`config.mk`:
```
export PLATFORM = sky130hd
export DESIGN_NAME = rsr_reg
export DESIGN_NICKNAME = d
export VERILOG_FILES = /design/src/rtl/rsr_reg.sv
export SDC_FILE = /design/constraint.sdc
export NUM_CORES = 1
export LEC_CHECK = 0
export BUFFER_PORTS_ARGS = -buffer_cell sky130_fd_sc_hd__buf_2
export CORE_ASPECT_RATIO = 1.75
export CORE_MARGIN = 4
export CORE_UTILIZATION = 40
export CTS_CLUSTER_DIAMETER = 200
export DETAILED_ROUTE_END_ITERATION = 8
export GPL_TIMING_DRIVEN = 1
export SKIP_CTS_REPAIR_TIMING = 1
export SLEW_MARGIN = 0
export SYNTH_ARGS = -nofsm -noshare
export SYNTH_HDL_FRONTEND = slang
export SYNTH_SLANG_ARGS = --single-unit
```
`constraint.sdc`:
```
create_clock -name clk -period 2.6 [get_ports clk]
set_input_delay 0.13 -clock clk [delete_from_list [all_inputs] [get_ports clk]]
set_output_delay 0.13 -clock clk [all_outputs]
set_load 0.01 [all_outputs]
```
`src/rtl/rsr_reg.sv`:
```
// UART receive shift register: synchronises rx_in, deserialises one character per
// frame using the oversampling tick, checks parity/stop and strobes it into the RBR FIFO.
module rsr_reg #(
    parameter int OSR         = 16,
    parameter int SYNC_STAGES = 2
) (
    input  logic       clk,
    input  logic       rst,
    input  logic       stick,
    input  logic       rx_in,
    input  logic [1:0] tlen,
    input  logic       parity_en,
    input  logic       parity_type,
    input  logic       fifo_full,
    output logic       wr_en,
    output logic [7:0] rdata,
    output logic       parity_err,
    output logic       frame_err,
    output logic       overrun_err,
    output logic       break_det,
    output logic       rx_busy
);

    localparam int TW = $clog2(OSR);
    localparam logic [TW-1:0] MID_CNT  = TW'(OSR / 2 - 1);
    localparam logic [TW-1:0] FULL_CNT = TW'(OSR - 1);

    typedef enum logic [2:0] {
        IDLE      = 3'd0,
        START     = 3'd1,
        DATA      = 3'd2,
        PARITY    = 3'd3,
        STOP      = 3'd4,
        WRITE     = 3'd5,
        WAIT_HIGH = 3'd6
    } state_t;

    function automatic logic calc_parity(input logic [7:0] d);
        return ^d;
    endfunction

    state_t          state_r, state_nxt;
    logic [SYNC_STAGES-1:0] sync_r;
    logic [TW-1:0]   tick_cnt_r;
    logic [3:0]      bit_cnt_r;
    logic [7:0]      shreg_r;
    logic            pbit_r, stop_ok_r;
    logic [1:0]      tlen_r;
    logic            par_en_r;

    logic            wr_en_r, parity_err_r, frame_err_r, overrun_err_r, break_det_r, rx_busy_r;
    logic [7:0]      rdata_r;
    logic            wr_en_s, parity_err_s, frame_err_s, overrun_err_s, break_det_s, rx_busy_s;
    logic [7:0]      rdata_s;

    logic            rx_s, counting_s, mid_hit_s, bit_hit_s, wr_go_s;
    logic [3:0]      nbits_s;
    logic [7:0]      data_s;

    assign rx_s       = sync_r[SYNC_STAGES-1];
    assign counting_s = (state_r == START) || (state_r == DATA) ||
                        (state_r == PARITY) || (state_r == STOP);
    assign mid_hit_s  = stick && (tick_cnt_r == MID_CNT);
    assign bit_hit_s  = stick && (tick_cnt_r == FULL_CNT);
    assign nbits_s    = {2'b00, tlen_r} + 4'd5;
    // Data bits enter at shreg[7], so after N shifts the character sits in the top N bits.
    assign data_s     = shreg_r >> (4'd8 - nbits_s);
    // Outputs are registered off the stop-bit sample so they appear during the WRITE clk.
    assign wr_go_s    = (state_r == STOP) && bit_hit_s;

    // rx_in synchroniser, preset to the idle (high) line level
    always_ff @(posedge clk) begin
        if (rst) begin
            sync_r <= '1;
        end else begin
            sync_r <= {sync_r[SYNC_STAGES-2:0], rx_in};
        end
    end

    // FSM state register
    always_ff @(posedge clk) begin
        if (rst) begin
            state_r <= IDLE;
        end else begin
            state_r <= state_nxt;
        end
    end

    // FSM next-state logic
    always_comb begin
        state_nxt = state_r;
        case (state_r)
            IDLE: begin
                if (stick && !rx_s) state_nxt = START;
                else                state_nxt = IDLE;
            end
            START: begin
                if (mid_hit_s) state_nxt = rx_s ? IDLE : DATA;
                else           state_nxt = START;
            end
            DATA: begin
                if (bit_hit_s && (bit_cnt_r == nbits_s - 4'd1)) state_nxt = par_en_r ? PARITY : STOP;
                else                                            state_nxt = DATA;
            end
            PARITY: begin
                if (bit_hit_s) state_nxt = STOP;
                else           state_nxt = PARITY;
            end
            STOP: begin
                if (bit_hit_s) state_nxt = WRITE;
                else           state_nxt = STOP;
            end
            WRITE: begin
                if (stop_ok_r) state_nxt = IDLE;
                else           state_nxt = WAIT_HIGH;
            end
            WAIT_HIGH: begin
                if (stick && rx_s) state_nxt = IDLE;
                else               state_nxt = WAIT_HIGH;
            end
            default: state_nxt = IDLE;
        endcase
    end

    // FSM output logic: next values of the registered outputs
    always_comb begin
        wr_en_s       = 1'b0;
        overrun_err_s = 1'b0;
        frame_err_s   = 1'b0;
        parity_err_s  = 1'b0;
        break_det_s   = 1'b0;
        rdata_s       = rdata_r;
        if (wr_go_s) begin
            wr_en_s       = !fifo_full;
            overrun_err_s = fifo_full;
            frame_err_s   = !rx_s;
            parity_err_s  = par_en_r && (pbit_r != (calc_parity(data_s) ^ parity_type));
            break_det_s   = (data_s == 8'd0) && (!par_en_r || !pbit_r) && !rx_s;
            rdata_s       = data_s;
        end else begin
            rdata_s       = rdata_r;
        end
        rx_busy_s = (state_nxt != IDLE);
    end

    // Output registers
    always_ff @(posedge clk) begin
        if (rst) begin
            wr_en_r       <= 1'b0;
            overrun_err_r <= 1'b0;
            frame_err_r   <= 1'b0;
            parity_err_r  <= 1'b0;
            break_det_r   <= 1'b0;
            rdata_r       <= 8'd0;
            rx_busy_r     <= 1'b0;
        end else begin
            wr_en_r       <= wr_en_s;
            overrun_err_r <= overrun_err_s;
            frame_err_r   <= frame_err_s;
            parity_err_r  <= parity_err_s;
            break_det_r   <= break_det_s;
            rdata_r       <= rdata_s;
            rx_busy_r     <= rx_busy_s;
        end
    end

    // Tick/bit counters, shift register, captured bits and per-frame config
    always_ff @(posedge clk) begin
        if (rst) begin
            tick_cnt_r <= '0;
            bit_cnt_r  <= 4'd0;
            shreg_r    <= 8'd0;
            pbit_r     <= 1'b0;
            stop_ok_r  <= 1'b0;
            tlen_r     <= 2'b00;
            par_en_r   <= 1'b0;
        end else begin
            if (state_nxt != state_r)          tick_cnt_r <= '0;
            else if (counting_s && bit_hit_s)  tick_cnt_r <= '0;
            else if (counting_s && stick)      tick_cnt_r <= tick_cnt_r + {{(TW-1){1'b0}}, 1'b1};
            else                               tick_cnt_r <= tick_cnt_r;

            if ((state_r == START) && (state_nxt == DATA)) bit_cnt_r <= 4'd0;
            else if ((state_r == DATA) && bit_hit_s)       bit_cnt_r <= bit_cnt_r + 4'd1;
            else                                           bit_cnt_r <= bit_cnt_r;

            if ((state_r == DATA) && bit_hit_s) shreg_r <= {rx_s, shreg_r[7:1]};
            else                                shreg_r <= shreg_r;

            if ((state_r == PARITY) && bit_hit_s) pbit_r <= rx_s;
            else                                  pbit_r <= pbit_r;

            if (wr_go_s) stop_ok_r <= rx_s;
            else         stop_ok_r <= stop_ok_r;

            if ((state_r == IDLE) && (state_nxt == START)) begin
                tlen_r   <= tlen;
                par_en_r <= parity_en;
            end else begin
                tlen_r   <= tlen_r;
                par_en_r <= par_en_r;
            end
        end
    end

    assign wr_en       = wr_en_r;
    assign rdata       = rdata_r;
    assign parity_err  = parity_err_r;
    assign frame_err   = frame_err_r;
    assign overrun_err = overrun_err_r;
    assign break_det   = break_det_r;
    assign rx_busy     = rx_busy_r;

endmodule

```
After elaboration in Yosys (flattened, before gate mapping)
Cells that the tools add are included.
{"block": "word_totals", "input_bits": 9, "reg_bits": 40, "output_inout_bits": 14, "wordCells": 77}
{"block": "classes", "muxes": 10, "reduce_logical": 30, "add_sub_neg": 5, "shift": 1, "bitwise": 2, "n_eq_ne": 13}
{"cell": "3-bit one-hot mux with 7 select lines", "count": 1}
{"cell": "1-bit logical AND", "count": 15}
{"cell": "3-bit two-way mux", "count": 5}
{"cell": "3-bit by 2-bit == test with 1-bit output, second input constant", "count": 3}
{"cell": "3-bit == test, second input constant", "count": 3}
{"cell": "4-bit by 1-bit adder with 4-bit output, second input constant", "count": 2}
{"cell": "8-bit zero test", "count": 1}
{"cell": "8-bit XOR reduction", "count": 1}
{"cell": "8-bit by 4-bit right shift with 8-bit output", "count": 1}
{"cell": "3-bit by 1-bit == test with 1-bit output, second input constant", "count": 2}
{"cell": "2-bit by 3-bit adder with 4-bit output, second input constant", "count": 1}
{"cell": "4-bit by 3-bit == test with 1-bit output, second input constant", "count": 1}
{"cell": "4-bit == test", "count": 1}
{"cell": "4-bit == test, second input constant", "count": 1}
{"cell": "1-bit zero test", "count": 4}
{"cell": "1-bit logical OR", "count": 4}
{"cell": "2-bit two-way mux", "count": 2}
{"cell": "2-bit OR reduction", "count": 2}
{"cell": "4-bit by 1-bit subtractor with 4-bit output, second input constant", "count": 1}
{"cell": "4-bit subtractor, first input constant", "count": 1}
{"cell": "3-bit zero test", "count": 1}
{"cell": "3-bit inequality test", "count": 1}
{"cell": "3-bit nonzero test", "count": 1}
{"cell": "3-bit OR reduction", "count": 1}
{"cell": "4 further kinds", "count": 5}

Logic depth before layout (Yosys ltp)
Gate-level depths: netlist of run 1.
{"block": "depth", "depth_word": 9, "ltp_mapped": 10, "depth_no_buf": 9}

Least setup slack after synthesis of run 1
No wires, ideal clock.
{"block": "synth_path", "path_type": "register to register", "from": "register tlen_r[0]", "to": "register parity_err_r (netlist: parity_err)", "t_arrival_ps": 2168, "path_stages_with_launch": 10, "setup_slack_ps": 317, "setup_ps": 116, "period_less_slack_ps": 2283, "path_cell_list": "dfxtp_1 ha_1 buf_2 mux4_2 nand2_1 ha_1 xnor2_1 xnor2_1 xnor2_1 and3_1"}
{"block": "synth_between", "elab_chain_cells": 7}
{"element": "start, declared", "line": "48", "rtl": "logic [1:0] tlen_r;"}
{"element": "start signal, assigned", "line": "197", "rtl": "tlen_r <= tlen;"}
{"element": "start signal, assigned", "line": "200", "rtl": "tlen_r <= tlen_r;"}
{"element": "2-bit by 3-bit adder with 4-bit output", "line": "65", "rtl": "assign nbits_s = {2'b00, tlen_r} + 4'd5;"}
{"element": "4-bit subtractor", "line": "67", "rtl": "assign data_s = shreg_r >> (4'd8 - nbits_s);"}
{"element": "8-bit by 4-bit right shift with 8-bit output", "line": "67"}
{"element": "8-bit XOR reduction", "line": "39", "rtl": "return ^d;"}
{"element": "1-bit bitwise XOR", "line": "137", "rtl": "parity_err_s = par_en_r && (pbit_r != (calc_parity(data_s) ^ parity_type));"}
{"element": "1-bit inequality test", "line": "137"}
{"element": "1-bit logical AND", "line": "137"}
{"element": "end signal, assigned", "line": "160", "rtl": "parity_err_r <= parity_err_s;"}
{"element": "end, declared", "line": "51", "rtl": "logic wr_en_r, parity_err_r, frame_err_r, overrun_err_r, break_det_r, rx_busy_r;"}
Every way passes these cells.
A chain may end at the register's enable or synchronous reset.

Worst setup path in the final report of run 1
{"block": "layout_path", "from": "register tlen_r[1]", "to": "register parity_err_r (netlist: parity_err)"}
The elaborated chain is that of the path after synthesis.

==> results.yml, run 1 <==
sta:
  rsz0062_at_grt: "false"
  min_period_ns: 2.40
  fin_skew_ns: 0.00512
  fin_tns_setup_ns: 0
  max_freq_ghz: 0.417
  finalHoldViolCount: 0
  slew_headroom: 0.606
  finalMaxSlewViolations: 0
  worst-slew-pin-transition_ns: 0.591
  finalSetupViolations: 0
  period_share: 0.923
critical_path:
  crit_path_end_kind: "flop"
  path_class: "flop to flop"
  cp_max_fo: 9
  critPathLaunchType: "flop"
  crit_arrival_ns: 2.59
  crit_required_ns: 2.79
pwr:
  p_clk_frac: 0.467
  peakVddDrop_mv: 0.237
  power.share.sequential: 0.496
  p_int_mw: 1.01
  p_comb_frac: 0.037
  power.switching_mw: 0.240
  power.total_mw: 1.25
  leakage_nw: 0.898
  swShare: 0.191
  p_per_area_nw_per_um2: 537
clocking:
  clk_latency_ns: 0.29
  clock_sinks: 40
  root_buffer: "clkbuf_8"
  cts_htree_levels: 2
  numCtsBuffers: 5
  tritoncts: "done"
  clk_path_buf_depth: 2
  clk_pin_slew_worst_paths_ns: 0.08
yosys:
  ys_top_cells_by_area: "dfxtp_1 39%, nand2_1 7.8%, a21oi_1 5.8%"
  seq_area_frac_synth: 0.386
  ys_seq_elements: 40
  ys_top_cells_by_count: "43 x nand2_1, 40 x dfxtp_1, 24 x a21oi_1, 14 x nand3_1, 11 x nor2_1"
  syn_area_per_cell_um2: 8.83
  synth_top_area_cell: "dfxtp_1"
  yosysUniqueCellTypes: 45
  async_flop_share: 0
  syn_nets: 252
  ys.flop_type: "dfxtp_1"
  synth_edf_count: 0
  synth_cells: 235
  synth_top_area_frac: 0.386
  ys_warn_count: 0
  syn_area_um2: 2080
  yosysMostFrequentCell: "nand2_1"
final_layout:
  finalInstanceArea_um2: 2330
  areaGrowthSynthToFinish_pct: 12.4
  drive_above_1_share: 0.194
  diodes: 0
  nNetsFinal: 269
global_route:
  grt_overflow: 0
  grt_antenna_before_repair: 0
  grt_pass1_vias: 1647
  grt_max_degree: 33
  grt_pass1_wl_mm: 7.51
  grt_usage: 0.145
run_status:
  outcome: "completed"
detailed_routing:
  wl_mm: 4.31
  antenna_left: 0
  wire_per_inst_um: 14.1
  avgViaCountPerCell: 5.49
  via_count: 1679
  drt_iter0_drc: 49
  drcViolationCount: 0
  dr.pass1.iters: 4
floorplanning:
  rows: 34
  dieArea_um2: 6450
  start_util: 0.414
  core-area_um2: 5020
  io_pins: 23
  die_y_um: 103
  die-width_um: 62.5
placement:
  dp_hpwl_mm: 3.23
  place_area_um2: 2200
  port_buffers: 22
  place.gp.congestion: 0.778
job:
  maxCapViolCount: 0
min_path:
  hp-class: "primary input to flop"
-- registers in the layout, summed over array words and instances (netlist names) --
signal	count
rdata	8
shreg_r	8
bit_cnt_r	4
tick_cnt_r	4
state_r	3
sync_r	2
tlen_r	2
break_det	1
frame_err	1
overrun_err	1
par_en_r	1
parity_err	1
pbit_r	1
rx_busy	1
stop_ok_r	1
wr_en	1
-- per-layer routing --
layer | wire [µm] | global-route usage | share of wire | up-vias
met5 | 0 | 0 | 0 | -
met3 | 123 | 0.0281 | 0.029 | 5
met2 | 2400 | 0.283 | 0.56 | 22
li1 | - | - | - | 856
met4 | 65 | 0.0561 | 0.015 | 0
met1 | 1730 | 0.153 | 0.40 | 796
-- through the flow --
stage	util	std cells	hold WS [ns]	worst slack, ns
final	0.465	306	0.0130	0.201
after global routing	0.465	306	0.0124	0.0760
after detailed placement	0.439	299	0.321	0.115
after floorplan	-	235	0.209	0.317
after CTS	0.464	306	0.00835	0.105
after global placement	0.439	299	0.314	0.169
-- worst max-delay path: stages (launching register included) --
cell     delay [ns]
dfxtp_1        0.34
ha_2           0.46
mux4_2         0.54
nand2_1        0.09
ha_1           0.23
xnor2_1        0.23
xnor2_1        0.16
xnor2_1        0.07
and3_1         0.17
-- power groups by stage --
stage                     clock network (mW)  registers (mW)  logic [mW]
after floorplan                            0           0.632      0.0363
after global placement                     0           0.636      0.0467
after detailed placement                   0           0.636      0.0473
after CTS                              0.607           0.621      0.0473
after global routing                   0.630           0.622      0.0529
final                                  0.585           0.622      0.0469
-- cell usage in the layout (no fill, tap or decap), drive strengths merged, types with 2 or more instances in the layout --
cell    Yosys  final
dfxtp      40     40
a21oi      24     24
a22o        2      2
o21ai       2      2
nor3b       3      3
nand3      14     14
nor2b       5      5
buf        10     25
nand4       3      3
o211ai      3      3
xor2        5      5
bufinv      0      2
mux4        5      5
and2        3      3
nand2      43     43
o21bai      2      2
inv         2      2
clkbuf      5      5
mux2        2      2
or2         3      3
ha          8      8
xnor2      10     10
nor3        5      5
mux2i       3      3
nor2       12     12
and3        7      7
-- layout make-up --
type                            instances  area [µm²]
Clock buffer                            5        68.8
Tap cell                               54        67.6
Fill cell                             488        2690
Timing Repair Buffer                   25         133
Sequential cell                        40         801
Multi-Input combinational cell        178        1200
Inverter                                2        7.51
Clock inverter                          2        60.1
-- path summary, 6_finish.rpt --
kind                      endpoint  depth (start not counted)  slack (ns)                   start
min               wr_en$_SDFF_PP0_                          2        0.01               fifo_full
min reg2reg   sync_r[1]$_SDFF_PP1_                          1        0.41    sync_r[0]$_SDFF_PP1_
max reg2reg  parity_err$_SDFF_PP0_                          8        0.20  tlen_r[1]$_SDFFE_PP0P_
max          parity_err$_SDFF_PP0_                          8        0.20  tlen_r[1]$_SDFFE_PP0P_
-- cell families after synthesis --
group                    synth area share
AO/OA/AOI/OAI                       0.128
AND/OR/NAND/NOR                     0.253
flip-flops                          0.386
multiplexers                       0.0796
adder cells (fa/ha/maj)            0.0482
XOR/XNOR                           0.0669
buffers and inverters              0.0392
No activity file was read; power rests on OpenSTA's default activity.
==> run 2, diff against run 1 <==
ABC_AREA = 1   (was default)
==> run 2 against run 1 <==
Synthesized cell count increased by 13%. Clock power down 9.7%. Via count increased by 4.5%. Non-clock buffer count is 1 higher. Wire length is 6.8% higher. Sequential cell count did not move. Final cell count is 13% higher. Fmax grew 2.0%. Largest power group unchanged.
==> results.yml, run 2 <==
pwr:
  p_per_area_nw_per_um2: 553
  leakage_nw: 1.07
  peakVddDrop_mv: 0.573
clocking:
  clk_pin_slew_worst_paths_ns: 0.09
  clk_latency_ns: 0.30
  numCtsBuffers: 5
  cts_htree_levels: 2
  clk_path_buf_depth: 2
  clock_sinks: 40
  tritoncts: "done"
  root_buffer: "clkbuf_8"
critical_path:
  regToRegStartpoint: "tlen_r[0]$_SDFFE_PP0P_"
  rr_endpoint: "parity_err$_SDFF_PP0_"
  path_class: "flop to flop"
  ff2ff_path_depth: 12
  crit_arrival_ns: 2.53
  crit_path_end_kind: "flop"
  critPathLaunchType: "flop"
  ff2ff_setup_slack_ns: 0.25
  cp_max_fo: 7
  crit_required_ns: 2.78
  startpoint: "tlen_r[0]$_SDFFE_PP0P_"
detailed_routing:
  wl_met2_mm: 2.51
  drcViolationCount: 0
  avgViaCountPerCell: 5.07
  dr.pass1.iters: 4
  dr_wl_met3_um: 95
  drt_iter0_drc: 36
  via_count: 1755
  wire_per_inst_um: 13.3
  antenna_left: 0
  wl_mm: 4.61
  met1Wirelength_mm: 1.87
  top_layer: "met4"
sta:
  setup_ws_ns: 0.248
  finalSetupViolations: 0
  finalMaxSlewViolations: 0
  min_period_ns: 2.35
  max_freq_ghz: 0.425
  fin_skew_ns: 0.00690
  slew_headroom: 0.643
  period_share: 0.904
  finalHoldViolCount: 0
  fin_tns_setup_ns: 0
  rsz0062_at_grt: "false"
  worst-slew-pin-transition_ns: 0.535
final_layout:
  drive_above_1_share: 0.167
  areaGrowthSynthToFinish_pct: 14.8
  final_cell_mix: "49 x nand2_1, 39 x dfxtp_1, 27 x o21ai_0, 26 x inv_1"
  nNetsFinal: 310
  diodes: 0
  final_common_cell: "nand2_1"
  final_cells: 346
placement:
  place_ws_ns: 0.241
  place.gp.congestion: 0.950
  placedCellCount: 336
  port_buffers: 22
  dp_hpwl_mm: 3.49
yosys:
  async_flop_share: 0
  syn_nets: 283
  ys_seq_elements: 40
  seq_area_frac_synth: 0.400
  ys_top_cells_by_count: "49 x nand2_1, 40 x dfxtp_1, 27 x o21ai_0, 26 x inv_1, 22 x a21oi_1"
  ys_top_cells_by_area: "dfxtp_1 40%, nand2_1 9.2%, o21ai_0 6.8%"
  ys_warn_count: 0
  yosysMostFrequentCell: "nand2_1"
  ys.flop_type: "dfxtp_1"
  synth_cells: 266
  syn_area_um2: 2000
  synth_top_area_cell: "dfxtp_1"
  yosysUniqueCellTypes: 29
  synth_top_area_frac: 0.400
  syn_area_per_cell_um2: 7.53
  synth_edf_count: 0
floorplanning:
  die_y_um: 102
  dieArea_um2: 6240
  die-width_um: 61.5
  start_util: 0.422
  rows: 33
  io_pins: 23
  core-area_um2: 4750
global_route:
  grt_max_degree: 23
  grt_pass1_vias: 1671
  grt_pass1_wl_mm: 7.61
  grt_antenna_before_repair: 0
  grt_overflow: 0
  grt_usage: 0.163
job:
  maxCapViolCount: 0
min_path:
  min_to: "rx_busy$_SDFF_PP0_"
  worstHoldStart: "rst"
  hold_depth: 2
  hp-class: "primary input to flop"
run_status:
  outcome: "completed"
run 2: worst max-delay path, cell delays in order, from the launching register on:
cell,delay [ns]
dfxtp_2,0.36
ha_1,0.32
inv_1,0.12
nand2_1,0.10
nand2_1,0.14
inv_1,0.13
nand2_1,0.09
nand3_1,0.13
ha_1,0.32
xnor2_1,0.19
xnor2_1,0.15
xnor2_1,0.14
nor3_1,0.05
run 2: per-layer routing:
metal / global-route usage / vias up
met5: 0 / -
met4: 0.0817 / 0
met3: 0.0293 / 12
met2: 0.290 / 21
met1: 0.175 / 788
li1: - / 934
run 2: final cells by class:
class                   instances  area (µm²)
well taps                      52        65.1
clock inverters                 3        47.5
flip-flops and latches         40         802
clock buffers                   5        68.8
inverters                      29         109
fillers                       492        2450
repair buffers                 26         145
multi-input cells             191        1060
run 2: where the power goes:
part | switching, mW | internal, mW
registers | 0.00406 | 0.617
logic | 0.0697 | 0.0527
clock network | 0.239 | 0.289
total | 0.312 | 0.959
run 2: logic make-up after synthesis:
logic type                 after synthesis  synth area share
DFF                                     40             0.400
buffers and inverters                   35            0.0700
muxes                                    4            0.0200
adders and majority gates                8            0.0500
AOI/OAI and AO/OA                       53             0.141
xor gates and xnor gates                10            0.0437
and+or+nand+nor                        116             0.276
run 2: worst max-delay path by stage:
stage                            end  slack (ns)  cells past startpoint
2_1_floorplan  parity_err$_SDFF_PP0_        0.46                     12
3_3_place_gp   parity_err$_SDFF_PP0_        0.28                     12
3_5_place_dp   parity_err$_SDFF_PP0_        0.24                     12
4_1_cts        parity_err$_SDFF_PP0_        0.22                     12
5_1_grt        parity_err$_SDFF_PP0_        0.02                     12
6_report       parity_err$_SDFF_PP0_        0.25                     12
run 2: stage by stage:
step	hold slack, ns	cell area [µm²]	power, mW	utilization
3_3_place_gp	0.309	2160	0.754	0.455
5_1_grt	0.109	2300	1.32	0.484
2_1_floorplan	0.202	2000	0.728	-
6_report	0.114	2300	1.27	0.484
3_5_place_dp	0.307	2160	0.756	0.455
4_1_cts	-0.0154	2280	1.28	0.480
==> run 3, diff against run 2 <==
CORE_UTILIZATION = 57   (was 40)
PLACE_DENSITY = 0.86   (was default)
==> run 3 against run 2 <==
Combinational power grew 12%. Non-clock buffer count decreased by 1. Critical endpoint unchanged. Setup slack worse by 0.12 ns. Wire length up 6.6%. Core utilization rose by 19 points.
==> results.yml, run 3 (synthesis gave the netlist of run 2 again) <==
run_status:
  outcome: "completed"
sta:
  max_freq_ghz: 0.404
  rsz0062_at_grt: "false"
  min_period_ns: 2.47
  fin_skew_ns: 0.00694
  finalMaxSlewViolations: 0
  slew_headroom: 0.622
  holdWs_ns: 0.00839
  fin_tns_setup_ns: 0
  worst-slew-pin-transition_ns: 0.566
  finalSetupViolations: 0
  period_share: 0.951
  finalHoldViolCount: 0
global_route:
  grt_usage: 0.239
  grt_antenna_before_repair: 0
  grt_overflow: 0
  grt_pass1_wl_mm: 7.96
  grt_pass1_vias: 1850
  grt_max_degree: 23
detailed_routing:
  dr.pass1.iters: 4
  antenna_left: 0
  wl_mm: 4.91
  drt_iter0_drc: 58
  avgViaCountPerCell: 5.58
  drcViolationCount: 0
  wire_per_inst_um: 14.5
  via_count: 1887
critical_path:
  regToRegStartpoint: "tlen_r[1]$_SDFFE_PP0P_"
  cp_max_fo: 7
  ff2ff_setup_slack_ns: 0.13
  crit_arrival_ns: 2.69
  crit_path_end_kind: "flop"
  ff2ff_path_depth: 12
  critPathLaunchType: "flop"
  rr_endpoint: "parity_err$_SDFF_PP0_"
  path_class: "flop to flop"
  crit_required_ns: 2.82
floorplanning:
  start_util: 0.589
  dieArea_um2: 4560
  io_pins: 23
  die-width_um: 52.8
  core-area_um2: 3400
  rows: 28
  die_y_um: 86.4
min_path:
  worstHoldStart: "rx_in"
  hp-class: "primary input to flop"
  hold_depth: 2
  min_to: "sync_r[0]$_SDFF_PP1_"
clocking:
  root_buffer: "clkbuf_8"
  clock_sinks: 40
  tritoncts: "done"
  cts_htree_levels: 2
  numCtsBuffers: 5
  clk_latency_ns: 0.30
  clk_path_buf_depth: 2
  clk_pin_slew_worst_paths_ns: 0.09
final_layout:
  ff_latch_area_um2: 801
  areaGrowthSynthToFinish_pct: 14.2
  final_common_cell: "nand2_1"
  diodes: 0
  final_cell_mix: "48 x nand2_1, 40 x dfxtp_1, 27 x o21ai_0, 26 x inv_1"
  multi_input_area_um2: 1070
  nNetsFinal: 309
  finalInstanceArea_um2: 2290
  fillers: 305
  drive_above_1_share: 0.171
placement:
  port_buffers: 22
  place.gp.congestion: 0.913
  dp_hpwl_mm: 3.58
  place_area_um2: 2150
pwr:
  leakage_nw: 1.07
  peakVddDrop_mv: 0.499
  p_per_area_nw_per_um2: 562
job:
  maxCapViolCount: 0
==> run 3: critical path, stage by stage, from the launching register on <==
cell	delay [ns]
dfxtp_1	0.33
ha_1	0.31
inv_1	0.12
nand2_1	0.11
nand2_1	0.15
inv_1	0.14
nand2_1	0.11
nand3_1	0.13
ha_1	0.36
xnor2_2	0.20
xnor2_1	0.17
xnor2_1	0.12
nor3_1	0.17
==> run 3: report_power, final <==
group          total [mW]  switching [mW]  internal [mW]
clock               0.528           0.239          0.289
combinational       0.137          0.0801         0.0568
sequential          0.620         0.00337          0.617
total                1.28           0.322          0.963
==> run 3: metal layers <==
layer	share of wire	global-route usage	up-vias
met1	0.34	0.222	859
met3	0.035	0.0465	30
met5	0	0	-
met2	0.55	0.428	62
li1	-	-	936
met4	0.072	0.188	0
==> run 3: area by class of cell <==
type | instances | area share
Clock buffer | 5 | 0.0301
Sequential cell | 40 | 0.350
Tap cell | 45 | 0.0246
Clock inverter | 3 | 0.0202
Inverter | 29 | 0.0476
Multi-Input combinational cell | 191 | 0.468
Timing Repair Buffer | 25 | 0.0591
==> run 3: worst max path at each step <==
stage                       endpoint  slack, ns                   start  cells past startpoint
2_1_floorplan  parity_err$_SDFF_PP0_       0.46  tlen_r[0]$_SDFFE_PP0P_                     12
3_3_place_gp   parity_err$_SDFF_PP0_       0.34  tlen_r[0]$_SDFFE_PP0P_                     12
3_5_place_dp   parity_err$_SDFF_PP0_       0.26  tlen_r[0]$_SDFFE_PP0P_                     12
4_1_cts        parity_err$_SDFF_PP0_       0.11  tlen_r[1]$_SDFFE_PP0P_                     12
5_1_grt        parity_err$_SDFF_PP0_      0.007  tlen_r[0]$_SDFFE_PP0P_                     12
6_report       parity_err$_SDFF_PP0_       0.13  tlen_r[1]$_SDFFE_PP0P_                     12
==> run 3: metrics by stage <==
stage	std cells	util	total power, mW	setup slack [ns]
2_1_floorplan	266	-	0.728	0.464
3_3_place_gp	329	0.633	0.750	0.337
3_5_place_dp	329	0.633	0.757	0.261
4_1_cts	337	0.667	1.28	0.114
5_1_grt	338	0.673	1.32	0.00690
6_report	338	0.673	1.28	0.126
